### src/rtl/vending_state_ctrl_pkg.sv
`default_nettype none
// +------------------------------------------------------------------+
// | Package     : vending_machine_def                                |
// | Description : Shared state encodings and default widths for the  |
// |               vending-machine state controller.                  |
// | Revision    : 1.0 - initial release                              |
// +------------------------------------------------------------------+
package vending_machine_def;

  localparam logic [1:0] ST_IDLE   = 2'd0;
  localparam logic [1:0] ST_ACTIVE = 2'd1;
  localparam logic [1:0] ST_RETURN = 2'd2;

  localparam int kTotalBits      = 31;
  localparam int kNumItems       = 4;
  localparam int kNumCoins       = 3;
  localparam int kTimeoutCycles  = 100;

  function automatic int cnt_width(input int timeout_cycles);
    return $clog2(timeout_cycles + 1);
  endfunction

endpackage
`default_nettype wire

### src/rtl/vending_state_ctrl_inactivity_timer.sv
`default_nettype none
// +------------------------------------------------------------------+
// | Module      : inactivity_timer                                   |
// | Description : Saturating idle counter with terminal-count flag.  |
// | Revision    : 1.0 - initial release                              |
// +------------------------------------------------------------------+
module inactivity_timer
  import vending_machine_def::*;
#(
  parameter int TIMEOUT_CYCLES = kTimeoutCycles,
  parameter int CW             = cnt_width(TIMEOUT_CYCLES)
) (
  input  logic          clk,
  input  logic          reset_n,
  input  logic          run,
  input  logic          clr,
  output logic          terminal,
  output logic [CW-1:0] count
);

  localparam logic [CW-1:0] C_LAST = CW'(TIMEOUT_CYCLES - 1);

  logic [CW-1:0] r_cnt;

  // clr dominates run; the count parks at C_LAST rather than wrapping
  always_ff @(posedge clk or negedge reset_n) begin
    if (!reset_n) begin
      r_cnt <= '0;
    end else if (clr) begin
      r_cnt <= '0;
    end else if (run && (r_cnt != C_LAST)) begin
      r_cnt <= r_cnt + CW'(1);
    end
  end

  assign terminal = (r_cnt == C_LAST);
  assign count    = r_cnt;

endmodule
`default_nettype wire

### src/rtl/vending_state_ctrl.sv
`default_nettype none
// +------------------------------------------------------------------+
// | Module      : vending_state_ctrl                                 |
// | Description : Money/item/change state registers plus IDLE/ACTIVE/|
// |               RETURN FSM with inactivity timeout.                |
// | Revision    : 1.0 - initial release                              |
// +------------------------------------------------------------------+
module vending_state_ctrl
  import vending_machine_def::*;
#(
  parameter int MONEY_W        = kTotalBits,
  parameter int NUM_ITEMS      = kNumItems,
  parameter int NUM_COINS      = kNumCoins,
  parameter int TIMEOUT_CYCLES = kTimeoutCycles
) (
  input  logic                                  clk,
  input  logic                                  reset_n,
  input  logic                                  upd_en,
  input  logic [MONEY_W-1:0]                    next_money,
  input  logic [NUM_ITEMS-1:0]                  next_item,
  input  logic [NUM_COINS-1:0]                  next_change,
  input  logic                                  activity,
  input  logic                                  clear_req,
  output logic [MONEY_W-1:0]                    current_money,
  output logic [NUM_ITEMS-1:0]                  current_item,
  output logic [NUM_COINS-1:0]                  current_change,
  output logic [1:0]                            state,
  output logic                                  return_busy,
  output logic                                  timeout,
  output logic [cnt_width(TIMEOUT_CYCLES)-1:0]  wait_cnt
);

  localparam int CW = cnt_width(TIMEOUT_CYCLES);

  logic [MONEY_W-1:0]   r_money;
  logic [NUM_ITEMS-1:0] r_item;
  logic [NUM_COINS-1:0] r_change;
  logic [1:0]           r_state;
  logic                 r_timeout;

  logic [1:0]           w_state_nxt;
  logic                 w_timeout_nxt;
  logic                 w_tmr_run;
  logic                 w_tmr_clr;
  logic                 w_terminal;
  logic                 w_upd_zero;
  logic [CW-1:0]        w_wait_cnt;

  assign w_upd_zero = upd_en && (next_money == '0);

  inactivity_timer #(
    .TIMEOUT_CYCLES (TIMEOUT_CYCLES),
    .CW             (CW)
  ) u_timer (
    .clk      (clk),
    .reset_n  (reset_n),
    .run      (w_tmr_run),
    .clr      (w_tmr_clr),
    .terminal (w_terminal),
    .count    (w_wait_cnt)
  );

  // The counter only runs in ACTIVE; every ACTIVE exit or activity clears it
  always_comb begin
    w_state_nxt   = r_state;
    w_timeout_nxt = 1'b0;
    w_tmr_run     = 1'b0;
    w_tmr_clr     = 1'b1;
    case (r_state)
      ST_IDLE: begin
        if (upd_en && (next_money != '0)) w_state_nxt = ST_ACTIVE;
      end
      ST_ACTIVE: begin
        w_tmr_run = 1'b1;
        w_tmr_clr = 1'b0;
        if (clear_req) begin
          w_state_nxt = ST_RETURN;
          w_tmr_clr   = 1'b1;
        end else if (w_upd_zero) begin
          w_state_nxt = ST_IDLE;
          w_tmr_clr   = 1'b1;
        end else if (activity) begin
          w_tmr_clr   = 1'b1;
        end else if (w_terminal) begin
          w_state_nxt   = ST_RETURN;
          w_timeout_nxt = 1'b1;
          w_tmr_clr     = 1'b1;
        end
      end
      ST_RETURN: begin
        if (w_upd_zero || (!upd_en && (r_money == '0))) w_state_nxt = ST_IDLE;
      end
      default: w_state_nxt = ST_IDLE;
    endcase
  end

  always_ff @(posedge clk or negedge reset_n) begin
    if (!reset_n) begin
      r_state   <= ST_IDLE;
      r_timeout <= 1'b0;
    end else begin
      r_state   <= w_state_nxt;
      r_timeout <= w_timeout_nxt;
    end
  end

  // No dispensing while paying back the balance
  always_ff @(posedge clk or negedge reset_n) begin
    if (!reset_n) begin
      r_money  <= '0;
      r_item   <= '0;
      r_change <= '0;
    end else if (upd_en) begin
      r_money  <= next_money;
      r_change <= next_change;
      r_item   <= (r_state == ST_RETURN) ? '0 : next_item;
    end
  end

  assign current_money  = r_money;
  assign current_item   = r_item;
  assign current_change = r_change;
  assign state          = r_state;
  assign return_busy    = (r_state == ST_RETURN);
  assign timeout        = r_timeout;
  assign wait_cnt       = w_wait_cnt;

endmodule
`default_nettype wire
### config.mk
export PLATFORM = sky130hd
export DESIGN_NAME = vending_state_ctrl
export DESIGN_NICKNAME = d
export VERILOG_FILES = /design/src/rtl/vending_state_ctrl_pkg.sv /design/src/rtl/vending_state_ctrl_inactivity_timer.sv /design/src/rtl/vending_state_ctrl.sv
export SDC_FILE = /design/constraint.sdc
export NUM_CORES = 1
export LEC_CHECK = 0
export ABC_CLOCK_PERIOD_IN_PS = 3750
export BUFFER_PORTS_ARGS = -buffer_cell sky130_fd_sc_hd__buf_2
export CORE_MARGIN = 5
export CORE_UTILIZATION = 40
export CTS_CLUSTER_DIAMETER = 50
export CTS_CLUSTER_SIZE = 8
export DETAILED_ROUTE_END_ITERATION = 6
export GPL_TIMING_DRIVEN = 0
export MAX_ROUTING_LAYER = met4
export PLACE_DENSITY = 0.67
export SLEW_MARGIN = 0
export SYNTH_ARGS = -nofsm -noshare
export SYNTH_HDL_FRONTEND = slang
export SYNTH_HIERARCHICAL = 1
export SYNTH_SLANG_ARGS = --single-unit
### constraint.sdc
create_clock -name clk -period 3.75 [get_ports clk]
set_input_delay 0.375 -clock clk [delete_from_list [all_inputs] [get_ports clk]]
set_output_delay 0.375 -clock clk [all_outputs]
set_load 0.01 [all_outputs]
=== Word level (Yosys, flattened, before mapping) ===
Cells that the tools add are included.

* Bits in registers: 48
* Bits of input ports: 43
* Output and inout bits: 49
* Word-level logic and storage cells: 47

* $add $sub $neg: 1
* Equal/unequal tests: 8
* Mux-type cells: 20
* Reductions and logical operators: 12

{| class="wikitable"
|+ Operators by type and width
! operator !! count
|-
| zero test 31 bit || 2
|-
| nonzero test 31 bit || 1
|-
| two-way mux 7 bit || 2
|-
| two-way mux 2 bit || 6
|-
| two-way mux 1 bit || 10
|-
| adder 7 x 1 -> 7 bit (second input constant) || 1
|-
| == test 7 bit (second input constant) || 1
|-
| != test 7 bit (second input constant) || 1
|-
| one-hot mux 2 bit (3 select lines) || 1
|-
| logical AND 1 bit || 4
|-
| two-way mux 4 bit || 1
|-
| != test 4 x 3 -> 1 bit (second input constant) || 1
|-
| != test 4 bit (second input constant) || 1
|-
| AND reduction 4 bit || 1
|-
| == test 2 x 1 -> 1 bit (second input constant) || 1
|-
| == test 2 bit (second input constant) || 1
|-
| zero test 2 bit || 1
|-
| != test 2 x 1 -> 1 bit (second input constant) || 1
|-
| != test 2 bit (second input constant) || 1
|-
| nonzero test 2 bit || 1
|-
| zero test 1 bit || 1
|-
| logical OR 1 bit || 1
|}

=== Depth between registers and ports, before layout ===
* Depth in word-level cells: 7
* Gate-level depth with buffers: 9
* Gate-level depth less buffers: 8

=== Modules after synthesis ===
The synthesis kept the hierarchy.

{| class="wikitable"
|+ By module, submodules not included
! module !! instances !! cells an instance !! area an instance (um2) !! sequential area each (um2)
|-
| vending_state_ctrl || 1 || 128 || 1731.7 || 1026.0
|-
| inactivity_timer || 1 || 46 || 424.2 || 175.2
|}

=== Worst setup path after synthesis ===
No wires, ideal clock.

* Path kind: reg2reg
* Start: register u_timer.r_cnt[0] (netlist: u_timer/count[0])
* End: register u_timer.r_cnt[1] (netlist: u_timer/count[1])
* Setup time: 0.135 ns
* Arrival: 1.833 ns
* Required time: 3.615 ns
* Path slack: 1.782 ns
* Stages on the path, launching flop included: 10
* Path buffers: 1
* Period minus slack after synthesis: 1.968 ns
* Cell sequence: dfrtp_1 ha_1 inv_1 nor4_1 nor2_1 o2111ai_1 clkbuf_1 inv_1 a41oi_1 o211ai_1

* Cells in the longest elaborated chain, start to end: 7
* Elaborated cells between the ends (all ways): 12
* Those cells by class: add/sub: 1; eq/ne: 2; mux: 7; reduce/logical: 2

{| class="wikitable"
|+ RTL lines
! item !! RTL line !! RTL
|-
| from (decl) || vending_state_ctrl_inactivity_timer.sv:23 || <nowiki>logic [CW-1:0] r_cnt;</nowiki>
|-
| from (signal assigned) || vending_state_ctrl_inactivity_timer.sv:32 || <nowiki>r_cnt <= r_cnt + CW'(1);</nowiki>
|-
| == test 7 bit (*) || vending_state_ctrl_inactivity_timer.sv:36 || <nowiki>assign terminal = (r_cnt == C_LAST);</nowiki>
|-
| named net w_terminal || vending_state_ctrl.sv:45 || <nowiki>logic w_terminal;</nowiki>
|-
| two-way mux 1 bit (*) || vending_state_ctrl.sv:84 || <nowiki>end else if (w_terminal) begin</nowiki>
|-
| two-way mux 1 bit (*) || vending_state_ctrl.sv:82 || <nowiki>end else if (activity) begin</nowiki>
|-
| two-way mux 1 bit (*) || vending_state_ctrl.sv:79 || <nowiki>end else if (w_upd_zero) begin</nowiki>
|-
| two-way mux 1 bit (*) || vending_state_ctrl.sv:76 || <nowiki>if (clear_req) begin</nowiki>
|-
| two-way mux 1 bit (*) || vending_state_ctrl.sv:69 || <nowiki>case (r_state)</nowiki>
|-
| named net w_tmr_clr || vending_state_ctrl.sv:44 || <nowiki>logic w_tmr_clr;</nowiki>
|-
| two-way mux 7 bit or nonzero test 2 bit (tied branches) || n/a ||
|}

Mark *: on every way through the listed nets, which the timed path passes. The rest lies on a longest branch. The select of a mux whose other input is x is not followed.
A chain may end at the register's enable or synchronous reset.

=== Worst setup path in the final report ===
Ends and elaborated chain as after synthesis.

==> impl_results.md <==
* Vias at 1716
* GRT Residual Overflow at 0
* Number of buffers inserted by post-CTS setup repair at 0
* Part of the power in the clock network at 26.7%
* Synth Area in XOR/XNOR at 0.813%
* Startpoint kind of the worst setup timing path: flip-flop
* Post-synthesis mux area share at 17.8%
* Main combinational cell family by area after synthesis: multiplexers
* Critical path required time at 3.92 ns
* Worst supply voltage drop on vdd at 0.000168 V
* P per Cell Area at around 430 mW/mm²
* Routed length per placed instance at 14.8 µm
* R2r setup slk at roughly 1.5 ns
* Critical path class: flip-flop to flip-flop
* Unrepaired setup endpoints after global routing: false
* Fin nets at 315
* Clock tree from TritonCTS: built
* Clock-pin slew on the worst setup and hold paths at 0.09 ns
* Weighted congestion at the end of routability-driven global placement at 0.843
* Sum of routed wire segments on met1 at 2.28 mm
* Result of the run: finished, final reports clean
* Max-Cap Viols at 0
* Number of placed cells counting well taps at 334
* I/O pin total at 92
* Area fraction in and, or, nand and nor cells after synthesis at 15.6%
* Synth Area in Adders at 0.580%
* Routed wl met2 at 2.43 mm
* Worst-skew pair later-pin latency at 0.30 ns
* Number of buffers and inverters on the critical path at 3
* Chain of cells forming the critical path: ha_1 -> inv_1 -> nor4_1 -> nor2_1 -> o2111ai_1 -> clkbuf_1 -> inv_1 -> a41oi_1 -> o211ai_1
* Worst slew pin tran at 1.03 ns
* Setup violation total in the final timing report at 0
* Cell family with the largest share of critical-path delay: buffers and inverters
* Detailed-routing iteration count for the pre-antenna-repair pass at 4
* Via/cell ratio at about 5.0
* Data arrival, critical path at 2.40 ns
* Count of unresolved DRC violations after routing at 0
* Class of the most critical hold timing path: input pin to asynchronous set/reset pin
* Total standard cell area after synthesis at 0.00216 mm²
* WHS at 0.247 ns
* Maximum number of pins on one net before global-route repair at about 50
* Starting Density at 41.7%
* Maximum clock path buffer count at 2
* Cell at the slowest stage of the critical path: sky130_fd_sc_hd__dfrtp_1
* Sequential cell fraction of total power at 51.1%
* Remaining max-slew budget at the tightest pin at 31.4%
* Switching power share of the total at 29.6%
* Top fanout value on the critical path at 9
* Area Growth Syn to Fin at 29.4%
* Fin Setup TNS at 0 ns
* Leading cell type in the layout, fill and taps excluded: sky130_fd_sc_hd__buf_2
* Post-synthesis cell type count at 34
* Count of non-filler cells in the finished layout at ~340
* Final-report hold violation count at 0
* Yosys warning count at 6
* Highest cell delay on the worst timing path at 0.43 ns
* Horizontal extent of the die at approximately 83 µm
* Final Max Tran Viols at 0
* ANT nets after route at 0
* Total inserted antenna cells at 0
* Shortest period the worst path allows at ~2.2 ns
* Internal power component at 0.851 mW
* Number of antenna violations at the first check in global routing at 0
* Wire length of the first global-routing pass at 8.27 mm
* Dominant cell type by count on the critical path: sky130_fd_sc_hd__inv_1
* Share of post-route cells with drive strength above 1 at 52.6%
* Switching pwr at 0.357 mW
* Half-perimeter wire length of the detailed placement result at 3.92 mm
* Setup Skew at around 0.0057 ns
* Clock buffer count from CTS at 5
* Number of gates resized after CTS at 0
* Overall die area at 0.00696 mm²
* Number of rows created at floorplan at 26
* I/O Buffers at 90
* Average footprint of a synthesized cell at 12.4 µm²
* Routed wire length at roughly 5 mm
* Via count of the first global-routing pass at roughly 1800
* Seq/Total Area, Yosys at 55.7%
* Kind of capture point of the worst setup path: flip-flop
* DRC marker count from the first detailed-route iteration at 85
* Share of the clock period used by the worst path after layout at between 50 and 60%
* CTS H-tree lvls at 2
* Top routing layer in use: met4
* Buffer cell driving the clock tree root: sky130_fd_sc_hd__clkbuf_8
* Synthesis-stage register bit count at 48
* TritonCTS sink count at 48
* Standby leakage power at 1.30 nW
* Gate Count Post-Synth at 174
* Commonest cells after routing, fill and taps aside: 94 x sky130_fd_sc_hd__buf_2, 48 x sky130_fd_sc_hd__dfrtp_1, 34 x sky130_fd_sc_hd__mux2_2
* All-Layer GR Usage at about 15%
* Net count after synthesis at 218
* Comb pwr share at 22.2%
* Synth Area in Compound Gates at under 10%
* Die extent in y at 83.4 µm
* Floorplan Core Area at 0.00517 mm²
* Hold-fix buffers, CTS at 0
* Met3 wirelength from detailed routing at 327 µm
* Highest achievable clock rate at 449 MHz
[worst reg2reg max path: stages (launching register included)]
cell,delay (ns)
sky130_fd_sc_hd__dfrtp_1,0.43
sky130_fd_sc_hd__ha_1,0.26
sky130_fd_sc_hd__inv_1,0.06
sky130_fd_sc_hd__nor4_1,0.36
sky130_fd_sc_hd__nor2_1,0.09
sky130_fd_sc_hd__o2111ai_1,0.10
sky130_fd_sc_hd__clkbuf_1,0.36
sky130_fd_sc_hd__inv_1,0.16
sky130_fd_sc_hd__a41oi_1,0.19
sky130_fd_sc_hd__o211ai_1,0.11
[stage by stage]
stage	cell area (µm²)	util [%]	total power [mW]	setup WS [ns]
2_1_floorplan	2160	-	0.771	1.78
3_3_place_gp	2690	52.1	0.896	1.47
3_5_place_dp	2690	52.1	0.901	1.47
4_1_cts	2790	53.9	1.23	1.51
5_1_grt	2790	53.9	1.28	1.29
6_report	2790	53.9	1.21	1.52
[layout make-up]
type	count	area (µm²)
Inverter	9	33.8
Timing Repair Buffer	90	450
Tap cell	70	87.6
Clock inverter	2	13.8
Buffer	7	38.8
Multi-Input combinational cell	110	882
Clock buffer	6	82.6
Fill cell	471	2380
Sequential cell	48	1200
[logic make-up (layout without fill, tap and decap cells)]
group           count (synthesis)  after routing
fa+ha+maj                       1              1
simple gates                   54             54
compound gates                 19             19
xor+xnor                        2              2
mux                            34             34
buf+inv                        16            114
flops                          48             48
[per-layer routing]
| metal | vias to the layer above | GRT usage (%) |
|---|---|---|
| li1 | 847 | - |
| met1 | 812 | 18.2 |
| met2 | 55 | 24.3 |
| met3 | 2 | 4.95 |
| met4 | 0 | 4.39 |
| met5 | - | - |
[synthesized netlist by cell type (all sizes together)]
master	instances	share of area [%]
ha	1	0.58
or3	2	0.58
nor2	6	1.2
nand4b	2	0.81
dfrtp	48	56
nand2	9	1.6
buf	6	1.6
o2111ai	1	0.41
mux2	34	18
nor3	1	0.23
a31oi	2	0.58
o21ai	4	0.93
a311o	1	0.46
clkbuf	1	0.17
nand4	6	1.7
nor2b	2	0.58
xor2	1	0.41
xnor2	1	0.41
o221ai	1	0.70
o22ai	4	1.2
and4bb	1	0.75
o211ai	2	0.70
inv	9	1.6
nor4b	1	1.1
a21oi	3	0.87
nand3	1	0.23
nor3b	2	0.70
a41oi	1	0.41
nand2b	4	1.2
nor4	17	4.9
[power groups by stage]
stage | Sequential [mW] | Combinational (mW) | Clock, mW
floorplan | 0.651 | 0.120 | 0
global placement | 0.627 | 0.269 | 0
detailed placement | 0.628 | 0.273 | 0
CTS | 0.618 | 0.274 | 0.336
global route | 0.626 | 0.297 | 0.360
finish | 0.617 | 0.268 | 0.323
[state kept, by name (all words and copies together), names as in the netlist]
signal          flops
current_item        4
timeout             1
u_timer/count       7
current_money      31
state               2
current_change      3
[path summary, 6_finish.rpt]
| path | end | start | cells after the start |
|---|---|---|---|
| worst max register to register | u_timer/count[1]$_DFFE_PN0P_ | u_timer/count[0]$_DFFE_PN0P_ | 9 |
| worst max-delay path | u_timer/count[1]$_DFFE_PN0P_ | u_timer/count[0]$_DFFE_PN0P_ | 9 |
| worst min-delay path | current_money[18]$_DFFE_PN0P_ | reset_n | 1 |
| worst min register to register | state[0]$_DFFE_PN0P_ | state[1]$_DFFE_PN0P_ | 1 |
| min in group clk | timeout$_DFF_PN0_ | clear_req | 2 |
| max in group asynchronous | u_timer/count[0]$_DFFE_PN0P_ | reset_n | 1 |
No activity file was read; power rests on OpenSTA's default activity.
